--- src/rtl/kahve_siparis_kontrol_if.sv ---
// kahve_siparis_kontrol_if
// Bundles the order/brewer/service-counter handshake of the coffee order
// controller.
//   master : user/brewer/service-counter side. Drives the requests and
//            completions, observes the controller outputs.
//   slave  : the controller itself.
// Signals:
//   siparis, siparis_tipi[1:0]   order request and order type
//   demleme_bitti                brewer done
//   bitti, bosalt                service counter done / bin-full request
//   bosalt_onay                  operator emptied the grounds bin
//   hazir, demle, basla          idle, heater enable, start command
//   demlendi, filtrele, filtre_tipi  command qualifiers, valid with basla
//   bosaltma_bekle, hata         waiting for operator, error pulse
//   servis_sayisi[7:0]           completed service count
interface kahve_siparis_kontrol_if;
  logic       siparis;
  logic [1:0] siparis_tipi;
  logic       demleme_bitti;
  logic       bitti;
  logic       bosalt;
  logic       bosalt_onay;
  logic       hazir;
  logic       demle;
  logic       basla;
  logic       demlendi;
  logic       filtrele;
  logic       filtre_tipi;
  logic       bosaltma_bekle;
  logic       hata;
  logic [7:0] servis_sayisi;

  modport master (
    output siparis, siparis_tipi, demleme_bitti, bitti, bosalt, bosalt_onay,
    input  hazir, demle, basla, demlendi, filtrele, filtre_tipi,
           bosaltma_bekle, hata, servis_sayisi
  );

  modport slave (
    input  siparis, siparis_tipi, demleme_bitti, bitti, bosalt, bosalt_onay,
    output hazir, demle, basla, demlendi, filtrele, filtre_tipi,
           bosaltma_bekle, hata, servis_sayisi
  );
endinterface

--- src/rtl/kahve_siparis_kontrol.sv ---
// kahve_siparis_kontrol
// Coffee order controller. It accepts an order, runs the brewer under a
// timeout and issues a one-cycle start command to the service counter. It
// then waits for the counter to finish and, when the counter reports a full
// grounds bin, holds new orders until the operator confirms the bin is empty.
// Ports:
//   saat   : clock, rising edge
//   reset  : asynchronous active-low reset
//   bus    : order/brewer/service handshake (slave side of
//            kahve_siparis_kontrol_if)
// Parameter:
//   DEMLEME_ZAMAN_ASIMI : cycles the heater may stay on (1..255)
module kahve_siparis_kontrol #(
  parameter int unsigned DEMLEME_ZAMAN_ASIMI = 16
) (
  input  logic                    saat,
  input  logic                    reset,
  kahve_siparis_kontrol_if.slave  bus
);

  typedef enum logic [2:0] {
    BOSTA        = 3'd0,
    DEMLE        = 3'd1,
    SERVIS       = 3'd2,
    BEKLE        = 3'd3,
    BOSALT_BEKLE = 3'd4
  } durum_e;

  // Last counter value before timeout; the heater is on for counts 0..N-1.
  localparam logic [7:0] SON_SAYAC = 8'(DEMLEME_ZAMAN_ASIMI - 1);

  durum_e     durum_q, durum_d;
  logic [1:0] tip_q, tip_d;
  logic       demlendi_q, demlendi_d;
  logic [7:0] sayac_q, sayac_d;
  logic       hata_q, hata_d;
  logic [7:0] servis_q, servis_d;

  // State register and datapath flops.
  always_ff @(posedge saat or negedge reset) begin
    if (!reset) begin
      durum_q    <= BOSTA;
      tip_q      <= 2'b00;
      demlendi_q <= 1'b0;
      sayac_q    <= 8'd0;
      hata_q     <= 1'b0;
      servis_q   <= 8'd0;
    end else begin
      durum_q    <= durum_d;
      tip_q      <= tip_d;
      demlendi_q <= demlendi_d;
      sayac_q    <= sayac_d;
      hata_q     <= hata_d;
      servis_q   <= servis_d;
    end
  end

  // Next-state and datapath update.
  always_comb begin
    durum_d    = durum_q;
    tip_d      = tip_q;
    demlendi_d = demlendi_q;
    sayac_d    = sayac_q;
    hata_d     = 1'b0;
    servis_d   = servis_q;
    case (durum_q)
      BOSTA: begin
        if (bus.siparis) begin
          if (bus.siparis_tipi == 2'b11) begin
            hata_d = 1'b1;
          end else begin
            tip_d   = bus.siparis_tipi;
            sayac_d = 8'd0;
            durum_d = DEMLE;
          end
        end else begin
          durum_d = BOSTA;
        end
      end
      DEMLE: begin
        // Brewer completion takes priority over a timeout on the same edge.
        if (bus.demleme_bitti) begin
          demlendi_d = 1'b1;
          durum_d    = SERVIS;
        end else if (sayac_q == SON_SAYAC) begin
          demlendi_d = 1'b0;
          hata_d     = 1'b1;
          durum_d    = SERVIS;
        end else begin
          sayac_d = sayac_q + 8'd1;
        end
      end
      SERVIS: begin
        durum_d = BEKLE;
      end
      BEKLE: begin
        if (bus.bitti) begin
          servis_d = servis_q + 8'd1;
          durum_d  = bus.bosalt ? BOSALT_BEKLE : BOSTA;
        end else begin
          durum_d = BEKLE;
        end
      end
      BOSALT_BEKLE: begin
        if (bus.bosalt_onay) begin
          durum_d = BOSTA;
        end else begin
          durum_d = BOSALT_BEKLE;
        end
      end
      default: begin
        durum_d = BOSTA;
      end
    endcase
  end

  // Outputs decode the state register; qualifiers are forced low outside SERVIS.
  assign bus.hazir          = (durum_q == BOSTA);
  assign bus.demle          = (durum_q == DEMLE);
  assign bus.basla          = (durum_q == SERVIS);
  assign bus.bosaltma_bekle = (durum_q == BOSALT_BEKLE);
  assign bus.demlendi       = (durum_q == SERVIS) & demlendi_q;
  assign bus.filtrele       = (durum_q == SERVIS) & (tip_q != 2'b00);
  assign bus.filtre_tipi    = (durum_q == SERVIS) & (tip_q == 2'b10);
  assign bus.hata           = hata_q;
  assign bus.servis_sayisi  = servis_q;

endmodule
--- src/flat_wrapper.sv ---
// flat-port wrapper written by rule: the top's interface ports become plain ports
module kahve_siparis_kontrol_flat 
#(
  parameter int unsigned DEMLEME_ZAMAN_ASIMI = 16
)
  (saat, reset, bus_siparis, bus_siparis_tipi, bus_demleme_bitti, bus_bitti, bus_bosalt, bus_bosalt_onay, bus_hazir, bus_demle, bus_basla, bus_demlendi, bus_filtrele, bus_filtre_tipi, bus_bosaltma_bekle, bus_hata, bus_servis_sayisi);
  kahve_siparis_kontrol_if bus_i ();
  input  logic saat;
  input  logic reset;
  input wire logic [$bits(bus_i.siparis)-1:0] bus_siparis;
  input wire logic [$bits(bus_i.siparis_tipi)-1:0] bus_siparis_tipi;
  input wire logic [$bits(bus_i.demleme_bitti)-1:0] bus_demleme_bitti;
  input wire logic [$bits(bus_i.bitti)-1:0] bus_bitti;
  input wire logic [$bits(bus_i.bosalt)-1:0] bus_bosalt;
  input wire logic [$bits(bus_i.bosalt_onay)-1:0] bus_bosalt_onay;
  output wire logic [$bits(bus_i.hazir)-1:0] bus_hazir;
  output wire logic [$bits(bus_i.demle)-1:0] bus_demle;
  output wire logic [$bits(bus_i.basla)-1:0] bus_basla;
  output wire logic [$bits(bus_i.demlendi)-1:0] bus_demlendi;
  output wire logic [$bits(bus_i.filtrele)-1:0] bus_filtrele;
  output wire logic [$bits(bus_i.filtre_tipi)-1:0] bus_filtre_tipi;
  output wire logic [$bits(bus_i.bosaltma_bekle)-1:0] bus_bosaltma_bekle;
  output wire logic [$bits(bus_i.hata)-1:0] bus_hata;
  output wire logic [$bits(bus_i.servis_sayisi)-1:0] bus_servis_sayisi;
  assign bus_i.siparis = bus_siparis;
  assign bus_i.siparis_tipi = bus_siparis_tipi;
  assign bus_i.demleme_bitti = bus_demleme_bitti;
  assign bus_i.bitti = bus_bitti;
  assign bus_i.bosalt = bus_bosalt;
  assign bus_i.bosalt_onay = bus_bosalt_onay;
  assign bus_hazir = bus_i.hazir;
  assign bus_demle = bus_i.demle;
  assign bus_basla = bus_i.basla;
  assign bus_demlendi = bus_i.demlendi;
  assign bus_filtrele = bus_i.filtrele;
  assign bus_filtre_tipi = bus_i.filtre_tipi;
  assign bus_bosaltma_bekle = bus_i.bosaltma_bekle;
  assign bus_hata = bus_i.hata;
  assign bus_servis_sayisi = bus_i.servis_sayisi;
  kahve_siparis_kontrol #(.DEMLEME_ZAMAN_ASIMI(DEMLEME_ZAMAN_ASIMI)) u_core (.saat(saat), .reset(reset), .bus(bus_i));
endmodule
--- config.mk ---
export PLATFORM = sky130hd
export DESIGN_NAME = kahve_siparis_kontrol_flat
export DESIGN_NICKNAME = d
export VERILOG_FILES = /design/src/rtl/kahve_siparis_kontrol_if.sv /design/src/rtl/kahve_siparis_kontrol.sv /design/src/flat_wrapper.sv
export SDC_FILE = /design/constraint.sdc
export NUM_CORES = 1
export LEC_CHECK = 0
export CORE_ASPECT_RATIO = 0.75
export CORE_UTILIZATION = 49
export CTS_CLUSTER_SIZE = 14
export DETAILED_ROUTE_END_ITERATION = 8
export GPL_TIMING_DRIVEN = 0
export PLACE_DENSITY = 0.86
export SKIP_CTS_REPAIR_TIMING = 1
export SLEW_MARGIN = 10
export SYNTH_ARGS = -nofsm -noshare
export SYNTH_HDL_FRONTEND = slang
export SYNTH_SLANG_ARGS = --single-unit
--- constraint.sdc ---
create_clock -name saat -period 2.5 [get_ports saat]
set_input_delay 0.5 -clock saat [delete_from_list [all_inputs] [get_ports saat]]
set_output_delay 0.5 -clock saat [all_outputs]
set_load 0.02 [all_outputs]
## Yosys cells after proc, flatten, opt, wreduce, memory -nomap -nowiden

Index checks and enable logic that the tools add are counted.

| storage, ports and cells | value |
|---|---|
| flip-flop bits (word level) | 23 |
| input port bits | 9 |
| output and inout bits | 16 |
| word-level logic and storage cells | 54 |

| operators by class | value |
|---|---|
| $add $sub $neg | 2 |
| eq/ne operators | 13 |
| multiplexer cells | 20 |
| bitwise operators | 4 |
| reductions and logical operators | 9 |

Operators with widths:

| kind | count |
|---|---|
| two-way mux 8 bit | 4 |
| two-way mux 3 bit | 7 |
| adder 8 x 1 -> 8 bit (second input constant) | 2 |
| one-hot mux 8 bit (2 select lines) | 1 |
| one-hot mux 3 bit (5 select lines) | 1 |
| == test 8 x 4 -> 1 bit (second input constant) | 1 |
| != test 2 bit (second input constant) | 4 |
| == test 3 x 2 -> 1 bit (second input constant) | 2 |
| two-way mux 1 bit | 6 |
| AND reduction 2 bit | 3 |
| nonzero test 2 bit | 3 |
| AND reduction 5 bit | 1 |
| == test 2 bit (second input constant) | 2 |
| bitwise AND 1 bit | 3 |
| == test 3 x 1 -> 1 bit (second input constant) | 1 |
| == test 3 bit (second input constant) | 1 |
| logical NOT 3 bit | 1 |
| != test 3 x 2 -> 1 bit (second input constant) | 1 |
| != test 3 bit (second input constant) | 1 |
| AND reduction 3 bit | 1 |
| one-hot mux 1 bit (2 select lines) | 1 |
| inverter 1 bit | 1 |

## Depth between registers and ports, before layout

| depth | value |
|---|---|
| depth after elaboration | 4 |
| depth in mapped cells | 7 |

## Worst setup path after synthesis

Ideal clock, no wire load.

| timing | value |
|---|---|
| kind | register to register |
| start | register u_core.durum_q[1] |
| end | register u_core.sayac_q[2] |
| data arrival time | 1.626 ns |
| setup slack | 0.750 ns |
| stages on the path, launching flop included | 7 |
| clock period less this slack | 1.750 ns |
| cell sequence | dfrtp_1 -> buf_2 -> or4b_1 -> clkbuf_1 -> a21oi_2 -> nor2_1 -> a211o_1 |

| between the ends | value |
|---|---|
| longest elaborated chain between the ends | 3 |
| elaborated cells on any way between the ends | 9 |
| classes of those cells | eq/ne: 5; mux: 1; reduce/logical: 3 |

Ends and longest elaborated chain:

| element | RTL line | text |
|---|---|---|
| start: declaration | kahve_siparis_kontrol.sv:32 | `durum_e durum_q, durum_d;` |
| start signal: assignment | kahve_siparis_kontrol.sv:49 | `durum_q <= durum_d;` |
| == test 3 x 1 -> 1 bit or logical NOT 3 bit (tied branches) | kahve_siparis_kontrol.sv:66 | `case (durum_q)` |
| != test 2 bit (no source line) or nonzero test 2 bit (tied branches) | n/a |  |
| AND reduction 5 bit (no source line) | n/a |  |
| end signal: assignment | kahve_siparis_kontrol.sv:52 | `sayac_q <= sayac_d;` |
| end: declaration | kahve_siparis_kontrol.sv:35 | `logic [7:0] sayac_q, sayac_d;` |

Parallel ways exist; a longest one is shown, timed or not.
A chain may end at the register's enable or synchronous reset.

## Final worst setup path

| timing | value |
|---|---|
| start | register u_core.durum_q[2] |
| end | output bus_filtrele |

| between the ends | value |
|---|---|
| longest elaborated chain between the ends | 2 |

Ends and longest elaborated chain:

| element | RTL line | text |
|---|---|---|
| == test 3 x 2 -> 1 bit | kahve_siparis_kontrol.sv:123 | `assign bus.filtrele = (durum_q == SERVIS) & (tip_q != 2'b00);` |
| bitwise AND 1 bit | kahve_siparis_kontrol.sv:123 |  |
| end: declaration | flat_wrapper.sv:20 | `output wire logic [$bits(bus_i.filtrele)-1:0] bus_filtrele;` |

Every way passes these cells.

==> summary.md <==
| Metric | Value |
|---|---|
| First-pass GRT wire length | `4.15 mm` |
| Worst-Margin Slew | `1010 ps` |
| EDFF count, synth | `0` |
| Critical path fanouts, max | `8` |
| Vias in the first global route | `880` |
| Cell area after synthesis | `1160 um^2` |
| Area Overhead vs Synth | `26.9%` |
| Layout Nets | `155` |
| Final clock skew | `3.51 ps` |
| Final hold violation count | `0` |
| Syn nets | `126` |
| Ys flop type | `dfrtp_1` |
| Crit path arrival time | `1850 ps` |
| Synth Instances | `115` |
| RSZ-0062 raised after global routing | `false` |
| DRT iter0 DRCs | `36` |
| Full die area | `2560 um^2` |
| Pwr dens | `1020 nW/um^2` |
| Slew headroom | `0.324` |
| First-pass detailed-route iteration total | `4` |
| Detailed placement HPWL | `1.82 mm` |
| Worst-skew pair later-pin latency | `310 ps` |
| Sum Neg Setup Slack | `0 ps` |
| Initial core utilization | `0.546` |
| Num ports | `25` |
| Number of synthesis warnings | `0` |
| Worst Hold Class | `register to register` |
| Min Hold Slack | `477 ps` |
| Total congestion overflow | `0` |
| Leak pwr | `0.696 nW` |
| CTS tree | `yes` |
| TritonCTS Buffers | `3` |
| Met2 Usage GRT | `0.347` |
| Worst path required time | `2000 ps` |
| Yosys reg bits | `23` |
| Syn Area/Cell | `10.1 um^2` |
| Fraction of registers with async set/reset | `1.00` |
| Core box area | `2120 um^2` |
| CP Launch Type | `register` |
| Worst-path clk slew | `120 ps` |
| Die Y | `44.1 um` |
| Die width | `58.1 um` |
| Setup WS post-layout | `154 ps` |
| Outcome | `complete, no violations` |
| Routability cong. | `0.806` |
| Grt met1 use | `0.308` |
| Period Utilization, post-route | `0.938` |
| Via Count | `988` |
| Antenna diode count | `0` |
| CP endpoint kind | `primary output` |
| Initial antenna violation count | `0` |
| GRT met3 Usage | `0.0614` |
| Register area share after synthesis | `0.497` |
| Drt wl/cell | `14.2 um` |
| Global-route usage over all layers | `0.217` |
| DRT antenna net count | `0` |
| Synth top area cells | `dfrtp_1, xnor2_1, nand3_1` |
| FP Rows | `14` |
| Max-cap violations | `0` |
| Synth top area share | `0.497` |
| Sink Count | `23` |
| Largest area contributor in the netlist | `dfrtp_1` |
| DR vias/cell | `5.65` |
| Tmin final | `2350 ps` |
| WL final | `2.48 mm` |
| Worst setup path category | `register to primary output` |
| Residual DRC | `0` |
| Clock root buffer | `clkbuf_4` |
| Number of I/O port buffers | `24` |
| Ratio of cells with drive above 1 in the final layout | `0.0629` |
| Post-synthesis cell type count | `30` |
| Setup violators final | `0` |
| Largest net degree at the start of global routing | `24` |
| Fin. max-slew vios | `0` |
| Htree depth | `1` |
| Max Fclk | `426 MHz` |
| GR peak layer | `met2` |
| Setup WS pre-CTS | `55.4 ps` |
| Worst-case clock buffer depth | `2` |
| Maximum vdd drop | `0.000814 V` |
-- synthesized netlist by cell type, types with 4 or more instances --
library cell and number:
xnor2_1 5, o21ai_0 7, and3_1 6, nor3_1 4, a211o_1 4, nor2_1 8
nand2_1 10, dfrtp_1 23, inv_1 4, nand3_1 8
-- state kept, by name, indices dropped and copies added (netlist names) --
register	flops
u_core.bus.hata	1
u_core.sayac_q	8
u_core.tip_q	2
u_core.bus.servis_sayisi	8
u_core.durum_q	3
u_core.demlendi_q	1
-- stage by stage --
step | std cells | power, mW | utilization | instance area [um^2]
final | 175 | 1.49 | 0.693 | 1470
after global routing | 175 | 1.59 | 0.693 | 1470
after CTS | 175 | 1.50 | 0.691 | 1460
after detailed placement | 171 | 1.32 | 0.678 | 1440
after global placement | 171 | 1.28 | 0.678 | 1440
after floorplan | 115 | 1.03 | - | 1160
-- routing by layer --
metal	part of all wire	up-vias
met2	0.45	31
met3	0.054	2
li1	-	476
met5	0	-
met1	0.49	479
met4	0.0061	0
-- area by class of cell --
cell class	count	area, um^2
Timing Repair Buffer	24	245
Fill cell	169	651
Multi-Input combinational cell	83	542
Sequential cell	23	576
Clock buffer	4	26.3
Inverter	4	15.0
Buffer	5	25.0
Tap cell	32	40.0
-- power by group --
| group | internal, mW | total [mW] | switching [mW] |
|---|---|---|---|
| registers | 0.485 | 0.615 | 0.130 |
| logic | 0.326 | 0.705 | 0.378 |
| clock network | 0.0624 | 0.171 | 0.109 |
| total | 0.874 | 1.49 | 0.618 |
-- placed cells by master (no fill, tap or decap), types with 2 or more instances in the layout --
| master | Yosys | routed |
|---|---|---|
| a211o_1 | 4 | 4 |
| o22ai_1 | 3 | 3 |
| inv_1 | 4 | 4 |
| o22a_1 | 2 | 2 |
| nor2_1 | 8 | 8 |
| nor3b_1 | 3 | 3 |
| nand2_1 | 10 | 10 |
| dlymetal6s2s_1 | 0 | 2 |
| clkbuf_4 | 0 | 3 |
| and3_1 | 6 | 6 |
| nor3_1 | 4 | 4 |
| clkdlybuf4s50_1 | 0 | 22 |
| xnor2_1 | 5 | 5 |
| buf_2 | 2 | 2 |
| clkbuf_1 | 2 | 3 |
| ha_1 | 2 | 2 |
| and4_1 | 2 | 2 |
| xor2_1 | 2 | 2 |
| nand3_1 | 8 | 8 |
| nor4_1 | 3 | 3 |
| dfrtp_1 | 23 | 23 |
| nand4_1 | 3 | 3 |
| a22o_1 | 3 | 3 |
| o21ai_0 | 7 | 7 |
-- cell families (layout without fill, tap and decap cells) --
family | Yosys count | in the layout | synth area share
compound gates | 22 | 22 | 0.144
xor+xnor | 7 | 7 | 0.0530
fa+ha+maj | 2 | 2 | 0.0216
buf+inv | 9 | 37 | 0.0346
flops | 23 | 23 | 0.497
mux | 1 | 1 | 0.00973
simple gates | 51 | 51 | 0.240
-- critical path, cell delays in order, from the launching register on --
cell and delay (ps):
dfrtp_1 470, nor2_1 210, nand2_1 130, nor2_1 120
clkdlybuf4s50_1 610
-- path summary, 6_finish.rpt --
kind                                        startpoint                           to  slack (ps)  depth (start not counted)
max                                  u_core.durum_q[2]                 bus_filtrele         150                          4
min                        u_core.bus.servis_sayisi[7]  u_core.bus.servis_sayisi[7]         480                          1
max reg2reg                          u_core.durum_q[1]            u_core.sayac_q[3]         510                          6
min reg2reg                u_core.bus.servis_sayisi[7]  u_core.bus.servis_sayisi[7]         480                          1
max in group asynchronous                        reset  u_core.bus.servis_sayisi[0]        1160                          1
min in group asynchronous                        reset            u_core.sayac_q[7]         730                          1
(Power assumes the default switching activity.)
